<file path="config.mk">
export PLATFORM = sky130hd
export DESIGN_NAME = prog_sequencer
export DESIGN_NICKNAME = d
export VERILOG_FILES = /design/src/rtl/prog_seq_pkg.sv /design/src/rtl/cycle_counter.sv /design/src/rtl/prog_sequencer.sv
export SDC_FILE = /design/constraint.sdc
export NUM_CORES = 1
export LEC_CHECK = 0
export BUFFER_PORTS_ARGS = -buffer_cell sky130_fd_sc_hd__buf_2
export CORE_MARGIN = 2
export CORE_UTILIZATION = 35
export DETAILED_ROUTE_END_ITERATION = 16
export PLACE_DENSITY = 0.57
export SLEW_MARGIN = 20
export SYNTH_ARGS = -nofsm -noshare
export SYNTH_HDL_FRONTEND = slang
export SYNTH_SLANG_ARGS = --single-unit
</file>
<file path="constraint.sdc">
create_clock -name Clk -period 3 [get_ports Clk]
set_input_delay 0.15 -clock Clk [delete_from_list [all_inputs] [get_ports Clk]]
set_output_delay 0.15 -clock Clk [all_outputs]
set_load 0.005 [all_outputs]
</file>
<file path="src/rtl/prog_seq_pkg.sv">
// Shared types and default constants for the program sequencer.
package prog_seq_pkg;

    localparam int unsigned CNT_W = 16;
    localparam int unsigned IDX_W = 2;
    localparam int unsigned LEN_W = 4;

    localparam int unsigned      NUM_PROGS_DEF = 3;
    localparam int unsigned      START_LEN_DEF = 1;
    localparam logic [CNT_W-1:0] TIMEOUT_DEF   = 16'd1000;

    typedef enum logic [2:0] {
        IDLE,
        LAUNCH,
        ARM,
        RUN,
        REPORT,
        DONE
    } state_e;

endpackage

</file>
<file path="src/rtl/cycle_counter.sv">
// Per-program cycle counter with synchronous clear, enable and a registered
// terminal-count flag that always tracks the current count.
module cycle_counter
    import prog_seq_pkg::*;
#(
    parameter logic [CNT_W-1:0] TERMINAL = 16'd999
) (
    input  logic             clk_i,
    input  logic             rst_i,
    input  logic             clr_i,
    input  logic             en_i,
    output logic [CNT_W-1:0] count_o,
    output logic             tc_o
);

    logic [CNT_W-1:0] count_q;
    logic [CNT_W-1:0] count_d;
    logic             tc_q;

    // Saturate at all-ones so the count can never wrap.
    always_comb begin
        count_d = count_q;
        if (clr_i) begin
            count_d = '0;
        end else if (en_i && (count_q != '1)) begin
            count_d = count_q + CNT_W'(1);
        end
    end

    always_ff @(posedge clk_i) begin
        if (rst_i) begin
            count_q <= '0;
            tc_q    <= (TERMINAL == '0);
        end else begin
            count_q <= count_d;
            tc_q    <= (count_d == TERMINAL);
        end
    end

    assign count_o = count_q;
    assign tc_o    = tc_q;

endmodule

</file>
<file path="src/rtl/prog_sequencer.sv">
// Launches programs 0..NUM_PROGS-1 on a processor, times each one from arm to
// done-ack, reports the count per program and aborts the run on timeout.
module prog_sequencer
    import prog_seq_pkg::*;
#(
    parameter int unsigned      NUM_PROGS = NUM_PROGS_DEF,
    parameter int unsigned      START_LEN = START_LEN_DEF,
    parameter logic [CNT_W-1:0] TIMEOUT   = TIMEOUT_DEF
) (
    input  logic             Clk,
    input  logic             Reset,
    input  logic             Go,
    input  logic             DutAck,
    output logic             DutStart,
    output logic [IDX_W-1:0] ProgIdx,
    output logic [CNT_W-1:0] CycleCount,
    output logic             CountValid,
    output logic             TimedOut,
    output logic             Done,
    output logic             Busy
);

    localparam logic [IDX_W-1:0] LAST_IDX    = IDX_W'(NUM_PROGS - 1);
    localparam logic [LEN_W-1:0] LAUNCH_LAST = LEN_W'(START_LEN - 1);
    localparam logic [CNT_W-1:0] TERMINAL    = TIMEOUT - CNT_W'(1);

    state_e           state_q;
    logic [LEN_W-1:0] launch_cnt_q;
    logic [IDX_W-1:0] prog_idx_q;
    logic [CNT_W-1:0] cycle_count_q;
    logic             count_valid_q;
    logic             timed_out_q;
    logic             dut_start_q;
    logic             done_q;
    logic             busy_q;

    logic             cnt_en;
    logic             cnt_clr;
    logic [CNT_W-1:0] cnt_val;
    logic             cnt_tc;

    // The counter only runs while a program is armed or running; it sits at 0 otherwise.
    assign cnt_en  = (state_q == ARM) || (state_q == RUN);
    assign cnt_clr = !cnt_en;

    cycle_counter #(
        .TERMINAL (TERMINAL)
    ) u_cycle_counter (
        .clk_i   (Clk),
        .rst_i   (Reset),
        .clr_i   (cnt_clr),
        .en_i    (cnt_en),
        .count_o (cnt_val),
        .tc_o    (cnt_tc)
    );

    always_ff @(posedge Clk) begin
        if (Reset) begin
            state_q       <= IDLE;
            launch_cnt_q  <= '0;
            prog_idx_q    <= '0;
            cycle_count_q <= '0;
            count_valid_q <= 1'b0;
            timed_out_q   <= 1'b0;
            dut_start_q   <= 1'b0;
            done_q        <= 1'b0;
            busy_q        <= 1'b0;
        end else begin
            count_valid_q <= 1'b0;
            case (state_q)
                IDLE, DONE: begin
                    if (Go) begin
                        state_q      <= LAUNCH;
                        prog_idx_q   <= '0;
                        timed_out_q  <= 1'b0;
                        launch_cnt_q <= '0;
                        dut_start_q  <= 1'b1;
                        done_q       <= 1'b0;
                        busy_q       <= 1'b1;
                    end
                end
                LAUNCH: begin
                    if (launch_cnt_q == LAUNCH_LAST) begin
                        state_q     <= ARM;
                        dut_start_q <= 1'b0;
                    end else begin
                        launch_cnt_q <= launch_cnt_q + LEN_W'(1);
                    end
                end
                ARM, RUN: begin
                    // An Ack on the terminal cycle cancels the abort but still reports the full budget.
                    if ((state_q == RUN) && DutAck) begin
                        state_q       <= REPORT;
                        count_valid_q <= 1'b1;
                        cycle_count_q <= cnt_tc ? TIMEOUT : cnt_val;
                    end else if (cnt_tc) begin
                        state_q       <= REPORT;
                        count_valid_q <= 1'b1;
                        cycle_count_q <= TIMEOUT;
                        timed_out_q   <= 1'b1;
                    end else if ((state_q == ARM) && !DutAck) begin
                        state_q <= RUN;
                    end
                end
                REPORT: begin
                    if (timed_out_q || (prog_idx_q == LAST_IDX)) begin
                        state_q <= DONE;
                        done_q  <= 1'b1;
                        busy_q  <= 1'b0;
                    end else begin
                        state_q      <= LAUNCH;
                        prog_idx_q   <= prog_idx_q + IDX_W'(1);
                        launch_cnt_q <= '0;
                        dut_start_q  <= 1'b1;
                    end
                end
                default: begin
                    state_q     <= IDLE;
                    dut_start_q <= 1'b0;
                    done_q      <= 1'b0;
                    busy_q      <= 1'b0;
                end
            endcase
        end
    end

    assign DutStart   = dut_start_q;
    assign ProgIdx    = prog_idx_q;
    assign CycleCount = cycle_count_q;
    assign CountValid = count_valid_q;
    assign TimedOut   = timed_out_q;
    assign Done       = done_q;
    assign Busy       = busy_q;

endmodule

</file>
Word level (Yosys, flattened, before mapping)
Cells that the tools add are included.
Word-level totals
  register bits: 47
  bits of input ports: 4
  output and inout port bits: 23
Cells by class
  add/sub/neg operators: 3
  eq/ne operators: 16
  muxes and demuxes: 33
  bitwise gates (word level): 2
  reduce and logical (&&, ||, !) cells: 23
Operator list (number)
  2-to-1 mux 16 bit: 5
  2-to-1 mux 3 bit: 6
  adder 16 x 1 -> 16 bit (second input constant): 1
  equality test 16 x 10 -> 1 bit (second input constant): 1
  inequality test 16 bit (second input constant): 1
  2-to-1 mux 4 bit: 3
  inequality test 2 bit (second input constant): 6
  one-hot mux 3 bit (4 select lines): 1
  one-hot mux 4 bit (3 select lines): 1
  AND reduction 4 bit: 3
  2-to-1 mux 1 bit: 10
  AND reduction 3 bit: 3
  equality test 3 x 2 -> 1 bit (second input constant): 2
  equality test 3 bit (second input constant): 2
  one-hot mux 1 bit (3 select lines): 2
  nonzero test 2 bit: 3
  OR reduction 2 bit: 3
  adder 4 x 1 -> 4 bit (second input constant): 1
  logical NOT 4 bit: 1
  2-to-1 mux 2 bit: 2
  inequality test 4 x 3 -> 1 bit (second input constant): 1
  one-hot mux 1 bit (4 select lines): 1
  one-hot mux 2 bit (2 select lines): 1
  equality test 3 x 1 -> 1 bit (second input constant): 1
  other kinds (12): 16

Longest topological paths before layout
Gate-level depths: netlist of the first run.
  word-level depth: 6
  gate-level depth with buffers: 9

Hierarchy
A second synthesis of the first run with hierarchy kept.
Unflattened totals
  cells, all modules: 269
  area total of the unflattened synthesis: 2322.2 um^2
Modules (own cells, without submodules)
  prog_sequencer: instances 1, cells each 158, area an instance 1332.5 um^2
  cycle_counter: instances 1, cells each 111, area an instance 989.7 um^2

Worst setup path before layout of the first run
Ideal clock, no wire load.
  kind: reg-to-reg
  start point: register u_cycle_counter.count_q[0] (netlist: u_cycle_counter.count_o[0])
  end point: register u_cycle_counter.tc_q (netlist: u_cycle_counter.tc_o)
  library setup time: 0.088 ns
  arrival: 1.979 ns
  data required time: 2.912 ns
  setup slack: 0.933 ns
  stages on the path, launching flop included: 8
  clock period less this slack: 2.067 ns
  path through: dfxtp_1 ha_1 nand4_2 nor3_1 mux2i_1 a221oi_2 a31o_1 nor4_2
On the way
  word-level cells in the longest chain between the ends: 5
  elaborated cells between the ends (all ways): 6
RTL lines
  start, declared: RTL line cycle_counter.sv:16  | logic [CNT_W-1:0] count_q;
  start signal, assigned: RTL line cycle_counter.sv:35  | count_q <= count_d;
  parallel branches: the longest is 2 deep, another holds adder 16 x 1 -> 16 bit
  2-to-1 mux 16 bit (*): RTL line cycle_counter.sv:25  | end else if (en_i && (count_q != '1)) begin
  2-to-1 mux 16 bit (*): RTL line cycle_counter.sv:23  | if (clr_i) begin
  equality test 16 x 10 -> 1 bit (*): RTL line cycle_counter.sv:36  | tc_q <= (count_d == TERMINAL);
  end signal, assigned: RTL line cycle_counter.sv:33  | tc_q <= (TERMINAL == '0);
  end signal, assigned: RTL line cycle_counter.sv:36
  end, declared: RTL line cycle_counter.sv:18  | logic tc_q;
Mark *: on every way between the ends.
A chain may end at the register's enable or synchronous reset.

Worst setup path in the final report of the first run
Ends and elaborated chain as after synthesis.

==> out/results.ini, run 1 <==
[outcome]
status=complete, no violations

[floorplan]
die_h_um=84.93
io_pins=27
start_util_pct=36.10
die_w_um=84.93
coreArea_um2=6350
die-area_um2=7212
rows=29

[critical_path]
cp.required_ns=3.21
critPathMaxStageDelay_ns=0.49
crit_fanout=7
critical_path_class=register to register
path_buf_inv=0
endpoint_kind=register
cp_slowest_cell=dfxtp_1
crit_chain=ha_1 > nand4_2 > nor3_1 > mux2i_1 > a221oi_2 > a31o_1 > nor4_2
crit_family=simple AND/OR/NAND/NOR gates
cp.arrival_ns=2.62
start_kind=register

[grt]
use_met2_pct=24.48
grt_max_degree=32
busiest_layer=met2
grt_overflow=0
antenna_found_initial=0
grt_pass1_vias=1842
grt_pass1_wl_mm=8.728
grtUsageTotal_pct=14.89
gr-usage-met1_pct=19.74
grtUsageMet3_pct=4.086

[cts]
ctsResizeCount=0
h-tree-depth=2
postCtsSetupRepairBufs=0
cts_buffers=5
clock-sinks=47
tritoncts=done
clkTransAtPathRegs_ns=0.09
clockRootBuffer=clkbuf_8
postCtsHoldBufs=0
worstSkewPairLatency_ns=0.31
clock_path_buffers=2

[pwr]
p_leak_nw=0.9770
vdd_drop_max_v=0.0002377
finalPower_mw=1.215
cellPowerDensity_nw_per_um2=478.6

[layout]
layout.nets=300
areaGrowthSynthToFinish_pct=10.75
post-route-util_pct=39.98
diodes=0
drive_gt1_share_pct=17.12
fin_cells=369

[placed_design]
gp_congestion=0.8987
port_buffers=26
placed_cells=362
hpwlAfterDp_mm=3.759

[yosys]
async_flop_share_pct=0
ys_top_cells_by_area=dfxtp_1 41%, nor2_1 7.4%, a21oi_1 4.8%
synth-main-ff-cell=dfxtp_1
synth_compound_area_share_pct=16.48
synth_xor_xnor_area_share_pct=3.439
synthCells=272
synthTopCellsByCount=47 x dfxtp_1, 45 x nor2_1, 22 x a21oi_1, 22 x nand2_1, 11 x a22oi_1
synth_nets=280
synth_top_family_by_area=simple AND/OR/NAND/NOR gates
synthMuxAreaShare_pct=3.548
yosys.area_share.adder_pct=2.183
syn_area_per_cell_um2=8.427
syn_area_um2=2292
ys_seq_area_share_pct=41.05
yosysWarnings=0
yosys.area_share.simple_pct=28.06
synth_top_cell_by_area=dfxtp_1
synth_edf_count=0
synth_most_common_cell=dfxtp_1
synth.top_cell.area_share_pct=41.05
yosys_register_bits=47
synth_cell_types=55

[routing]
antenna_left=0
vias_per_cell=5.247
drt-initial-drc-count=130
drt-total-wl_mm=5.191
dr.pass1.iters=4
dr_total_vias=1936
drc=0
wl_per_cell_um=14.07

[hold_path]
hold_class=input pin to register

[timing]
tightest_slew_ns=0.5896
finalSetupViolations=0
whs_ns=0.2139
finalCritPeriodShare_pct=80.41
slew_viol_final=0
fin_crit_ns=2.412
slew-limit-headroom_pct=60.69
finClkSkew_ns=0.01074
tns_ns=0
rsz0062_at_grt=no
max_freq_mhz=414.6
hold_viol=0

[run]
cap_viol_max_count=0

-- cell families after synthesis --
kind of cell	after synthesis
and+or+nand+nor	120
AOI/OAI and AO/OA	59
DFF	47
buffers and inverters	25
xor gates and xnor gates	9
muxes	8
adders and majority gates	4
-- worst register-to-register path, cell delays in order, from the launching register on --
cell      delay, ns
dfxtp_1        0.49
ha_1           0.32
nand4_2        0.24
nor3_1         0.43
mux2i_1        0.31
a221oi_2       0.10
a31o_1         0.20
nor4_2         0.24
-- final cells by class --
cell class | instances | area (um2)
clock buffers | 6 | 82.58
repair buffers | 28 | 145.1
clock inverters | 1 | 5.005
well taps | 77 | 96.34
flip-flops and latches | 47 | 940.9
inverters | 10 | 37.54
fillers | 661 | 3811
multi-input cells | 200 | 1231
-- state kept, by name (all words and copies together) (netlist names) --
signal                   cells
CycleCount                  16
u_cycle_counter.count_o     16
launch_cnt_q                 4
state_q                      3
ProgIdx                      2
Busy                         1
CountValid                   1
Done                         1
DutStart                     1
TimedOut                     1
u_cycle_counter.tc_o         1
-- path summary, 6_finish.rpt --
check | endpoint | cells after the start | slack [ns] | from
max reg2reg | u_cycle_counter.tc_o$_SDFF_PP0_ | 7 | 0.59 | u_cycle_counter.count_o[0]$_SDFF_PP0_
min reg2reg | Busy$_SDFFE_PP0P_ | 2 | 0.46 | Busy$_SDFFE_PP0P_
min | Busy$_SDFFE_PP0P_ | 3 | 0.21 | Go
max | u_cycle_counter.tc_o$_SDFF_PP0_ | 7 | 0.59 | u_cycle_counter.count_o[0]$_SDFF_PP0_
-- report_power, final --
part	internal (mW)	switching (mW)
Clock	0.181	0.211
Combinational	0.0589	0.0984
Sequential	0.641	0.0244
-- cells in the final DEF, fill, tap and decap left out, drive strengths merged, types with 2 or more instances in the layout --
master	n
a211oi	3
a21oi	22
a22oi	11
a31oi	3
and3	3
buf	28
clkbuf	6
dfxtp	47
ha	4
inv	10
mux2i	7
nand2	23
nand2b	4
nand3	8
nand4	9
nor2	46
nor3	9
nor3b	2
nor4	5
o21ai	8
o31ai	2
or2	2
xnor2	5
xor2	4
-- per-stage QoR --
step / area, um2 / setup slack [ns]
final: 2539 / 0.5878
after global routing: 2539 / 0.3823
after CTS: 2539 / 0.6417
after detailed placement: 2451 / 0.6597
after global placement: 2451 / 0.7595
after floorplan: 2292 / 0.9335
-- per-layer routing --
| metal | wire (um) | share of wire (%) |
|---|---|---|
| met5 | 0 | 0 |
| met4 | 44 | 0.85 |
| met3 | 234 | 4.5 |
| met2 | 2443 | 47 |
| met1 | 2467 | 48 |
Note: power is estimated with default switching activity, not from simulation.
==> inputs of run 2 (changes only) <==
--- a/config.mk
+++ b/config.mk
@@ -5,11 +5,12 @@
 export SDC_FILE = /design/constraint.sdc
 export NUM_CORES = 1
 export LEC_CHECK = 0
+export ABC_AREA = 1
 export BUFFER_PORTS_ARGS = -buffer_cell sky130_fd_sc_hd__buf_2
 export CORE_MARGIN = 2
 export CORE_UTILIZATION = 35
 export DETAILED_ROUTE_END_ITERATION = 16
-export PLACE_DENSITY = 0.57
+export PLACE_DENSITY = 0.59
 export SLEW_MARGIN = 20
 export SYNTH_ARGS = -nofsm -noshare
 export SYNTH_HDL_FRONTEND = slang
==> constraint.sdc (replaced) <==
create_clock -name Clk -period 1.95 [get_ports Clk]
set_input_delay 0.0975 -clock Clk [delete_from_list [all_inputs] [get_ports Clk]]
set_output_delay 0.0975 -clock Clk [all_outputs]
set_load 0.005 [all_outputs]
==> out/results.ini, run 2 <==
[critical_path]
cp.arrival_ns=2.06
cp.required_ns=2.20
critPathMaxStageDelay_ns=0.39
start_kind=register
crit_chain=ha_2 > nand2_2 > nor2_8 > nand2_4 > nor2_2 > nor2_2 > o21ai_1 > nand3_1 > nor2_1 > nand2_1 > nor2_1
path_buf_inv=0
endpoint_kind=register
critical_path_class=register to register
cp_slowest_cell=dfxtp_2
crit_fanout=8
r2r_slack_ns=0.14
crit_family=simple AND/OR/NAND/NOR gates

[layout]
post-route-util_pct=43.06
drive_gt1_share_pct=22.55
multi_input_area_um2=1354
ff_latch_area_um2=943.4
fillCellCount=714
mostFrequentLayoutCells=89 x nand2_1, 45 x dfxtp_1, 44 x nand3_1
layout.nets=416
fin_area_um2=2958
mostFrequentLayoutCell=nand2_1
fin_cells=504
areaGrowthSynthToFinish_pct=17.73
diodes=0

[timing]
slew-limit-headroom_pct=73.05
finalSetupViolations=0
hold_viol=0
fin_crit_ns=1.810
whs_ns=0.07523
max_freq_mhz=552.3
layout_setup_ws_ns=0.1395
finalCritPeriodShare_pct=92.85
tns_ns=0
finClkSkew_ns=0.007807
rsz0062_at_grt=no
tightest_slew_ns=0.4038
slew_viol_final=0

[cts]
postCtsHoldBufs=0
worstSkewPairLatency_ns=0.31
clock-sinks=47
h-tree-depth=2
clock_path_buffers=2
cts_buffers=5
clockRootBuffer=clkbuf_8
tritoncts=done
clkTransAtPathRegs_ns=0.09

[hold_path]
hold_class=input pin to register

[grt]
grt_overflow=0
grt_pass1_vias=2266
grt_max_degree=19
antenna_found_initial=0
grtUsageTotal_pct=17.07
grt_pass1_wl_mm=10.42

[yosys]
yosys_register_bits=47
synth_nets=375
synth_cell_types=32
syn_area_um2=2512
synth.top_cell.area_share_pct=37.45
synthTopCellsByCount=89 x nand2_1, 47 x dfxtp_1, 44 x nand3_1
synth_most_common_cell=nand2_1
syn_area_per_cell_um2=6.846
synthCells=367
async_flop_share_pct=0
yosysWarnings=0
synth_edf_count=0
ys_top_cells_by_area=dfxtp_1 37%, nand2_1 13%, nand3_1 8.8%
ys_seq_area_share_pct=37.45
synth_top_cell_by_area=dfxtp_1
synth-main-ff-cell=dfxtp_1

[placed_design]
placed_cells=491
port_buffers=26
pre_cts_ws_ns=0.06602
hpwlAfterDp_mm=4.687
gp_congestion=0.9297
post_dp_cell_area_um2=2803

[routing]
vias_per_cell=4.847
dr_total_vias=2443
drt-total-wl_mm=6.206
wl_per_cell_um=12.31
antenna_left=0
drt-initial-drc-count=137
drc=0
dr.pass1.iters=4

[pwr]
vdd_drop_max_v=0.0002262
p_leak_nw=1.357
cellPowerDensity_nw_per_um2=843.6
finalPower_mw=2.495

[floorplan]
die-area_um2=7872
die_h_um=88.73
start_util_pct=36.58
die_w_um=88.73
coreArea_um2=6869
io_pins=27
rows=30

[run]
cap_viol_max_count=0

[outcome]
status=complete, no violations

run 2: final timing paths:
path,startpoint,to,cells past startpoint
setup / recovery,u_cycle_counter.count_o[0]$_SDFF_PP0_,u_cycle_counter.tc_o$_SDFF_PP0_,11
hold / removal,Reset,u_cycle_counter.count_o[6]$_SDFF_PP0_,2
setup reg to reg,u_cycle_counter.count_o[0]$_SDFF_PP0_,u_cycle_counter.tc_o$_SDFF_PP0_,11
hold reg to reg,CycleCount[10]$_SDFFE_PP0P_,CycleCount[10]$_SDFFE_PP0P_,2
run 2: power by group:
group	internal [mW]	switching [mW]	leakage, nW
Combinational	0.259	0.532	0.928
Clock	0.279	0.328	0.0470
Sequential	1.04	0.0615	0.381
run 2: cells by family after synthesis:
| kind of cell | share of synthesized area, % |
|---|---|
| and+or+nand+nor | 40.04 |
| buffers and inverters | 9.761 |
| DFF | 37.45 |
| AOI/OAI and AO/OA | 10.06 |
| adders and majority gates | 1.992 |
| xor gates and xnor gates | 0.6973 |
run 2: cell type report:
| cell class | count | share of cell area [%] |
|---|---|---|
| clock inverters | 1 | 0.1692 |
| multi-input cells | 259 | 45.77 |
| well taps | 96 | 4.061 |
| inverters | 52 | 6.599 |
| repair buffers | 43 | 8.714 |
| flip-flops and latches | 47 | 31.90 |
| clock buffers | 6 | 2.792 |
run 2: what timing repair did:
action,in CTS,in global routing
resized for setup,0,5
setup endpoints to repair,0,2
buffers inserted,0,5
run 2: routing by layer:
metal | GRT usage (%) | wire length, um
met5 | 0 | 0
met4 | 5.234 | 76
met3 | 3.918 | 328
met2 | 26.80 | 2745
met1 | 23.28 | 3055
==> inputs of run 3 (changes only) <==
--- a/config.mk
+++ b/config.mk
@@ -7,6 +7,7 @@
 export LEC_CHECK = 0
 export ABC_AREA = 1
 export BUFFER_PORTS_ARGS = -buffer_cell sky130_fd_sc_hd__buf_2
+export CORE_ASPECT_RATIO = 1.75
 export CORE_MARGIN = 2
 export CORE_UTILIZATION = 35
 export DETAILED_ROUTE_END_ITERATION = 16
==> out/results.ini, run 3 (synthesis gave the netlist of run 2 again) <==
[floorplan]
rows=40
die-area_um2=7899
die_w_um=68.05
io_pins=27
coreArea_um2=6907
die_h_um=116.1
start_util_pct=36.38

[layout]
fin_cells=490
diodes=0
layout.nets=413
mostFrequentLayoutCell=nand2_1
drive_gt1_share_pct=23.89
multi_input_area_um2=1378
areaGrowthSynthToFinish_pct=20.87
fillCellCount=718
fin_area_um2=3037
ff_latch_area_um2=947.2
mostFrequentLayoutCells=88 x nand2_1, 44 x dfxtp_1, 42 x inv_1

[grt]
antenna_found_initial=0
grt_pass1_wl_mm=10.46
grt_overflow=0
grtUsageTotal_pct=17.72
grt_pass1_vias=2348
grt_max_degree=17

[routing]
drt-total-wl_mm=6.612
dr.pass1.iters=4
dr_total_vias=2420
antenna_left=0
vias_per_cell=4.939
drc=0
drt-initial-drc-count=82
wl_per_cell_um=13.49

[run]
cap_viol_max_count=0

[placed_design]
pre_cts_ws_ns=-0.03053
gp_congestion=0.8830
placed_cells=477
hpwlAfterDp_mm=5.101
post_dp_cell_area_um2=2773
port_buffers=26

[critical_path]
cp_slowest_cell=dfxtp_1
crit_fanout=5
crit_chain=nand3_2 > nor2_4 > nand2_1 > nor2_1 > nand3_1 > nand2_1 > nand3_1 > nor2_1 > nand2_1 > nor2_1
critPathMaxStageDelay_ns=0.48
path_buf_inv=0
endpoint_kind=register
cp.arrival_ns=2.06
crit_family=simple AND/OR/NAND/NOR gates
cp.required_ns=2.18
reg2reg_depth=10
start_kind=register
critical_path_class=register to register
crit_cells=10

[pwr]
intPower_mw=1.844
pwr-share-seq_pct=39.4
p_clk_share_pct=32.1
p_comb_share_pct=28.5
cellPowerDensity_nw_per_um2=925.7
netSwitchingPower_uw=966.6
p_sw_share_pct=34.39
p_leak_nw=1.376
vdd_drop_max_v=0.0004111

[cts]
clkTransAtPathRegs_ns=0.06
clock_path_buffers=2
cts_buffers=5
clockRootBuffer=clkbuf_16
clock-sinks=47
h-tree-depth=2
worstSkewPairLatency_ns=0.29
tritoncts=done

[timing]
finClkSkew_ns=0.007055
hold_viol=0
max_freq_mhz=546.1
layout_setup_ws_ns=0.1187
slew_viol_final=0
tightest_slew_ns=0.4306
fin_crit_ns=1.831
slew-limit-headroom_pct=71.26
finalCritPeriodShare_pct=93.91
tns_ns=0
finalSetupViolations=0
whs_ns=0.1714

[hold_path]
hold_path_depth=2
hold_class=input pin to register

[outcome]
status=complete, no violations

-- run 3: cell types whose count changed in the layout (fill, tap and decap cells not counted), sizes merged --
| cell | change |
|---|---|
| buf | -2 |
| clkbuf | +2 |
| clkinv | -1 |
| nand4 | -1 |
-- run 3: area by class of cell --
class / count / area share [%]
clock buffer: 8 / 5.150
inverter: 52 / 6.428
multi-input combinational: 258 / 45.36
sequential: 47 / 31.19
tap: 84 / 3.461
timing repair buffer: 41 / 8.405
-- run 3: per-layer routing --
metal	vias up	part of all wire [%]	global-route usage, %
met5	-	0	0
met4	0	3.2	9.200
met3	14	2.7	2.718
met2	35	57	34.89
met1	1125	38	16.46
li1	1246	-	-
-- run 3: what timing repair did --
item	in CTS	in global routing
buffers inserted	2	3
setup endpoints to repair	1	1
gates resized for setup	0	15
pin swaps	1	3
hold buffers	0	0
-- run 3: worst register-to-register path, cell delays in order, from the launching register on --
cell and delay [ns]:
dfxtp_1 0.48, nand3_2 0.18, nor2_4 0.18, nand2_1 0.09
nor2_1 0.23, nand3_1 0.11, nand2_1 0.10, nand3_1 0.07
nor2_1 0.16, nand2_1 0.07, nor2_1 0.09
-- run 3: final timing paths --
kind / start / endpoint / slack, ns
worst min-delay path: Reset / CycleCount[13]$_SDFFE_PP0P_ / 0.17
worst max register to register: u_cycle_counter.count_o[2]$_SDFF_PP0_ / u_cycle_counter.tc_o$_SDFF_PP0_ / 0.12
worst max-delay path: u_cycle_counter.count_o[2]$_SDFF_PP0_ / u_cycle_counter.tc_o$_SDFF_PP0_ / 0.12
worst min register to register: CycleCount[12]$_SDFFE_PP0P_ / CycleCount[12]$_SDFFE_PP0P_ / 0.46
-- run 3: through the flow --
step	utilization (%)	total power, mW
2_1_floorplan	-	1.702
3_3_place_gp	40.14	1.908
3_5_place_dp	40.14	1.920
4_1_cts	42.81	2.827
5_1_grt	43.97	2.986
6_report	43.97	2.811
-- run 3: power by group through the flow --
stage	registers [mW]	clock network, mW	logic (mW)
CTS	1.10	0.925	0.803
global placement	1.12	0	0.790
finish	1.11	0.902	0.802
floorplan	1.11	0	0.588
detailed placement	1.12	0	0.800
global route	1.12	0.958	0.910
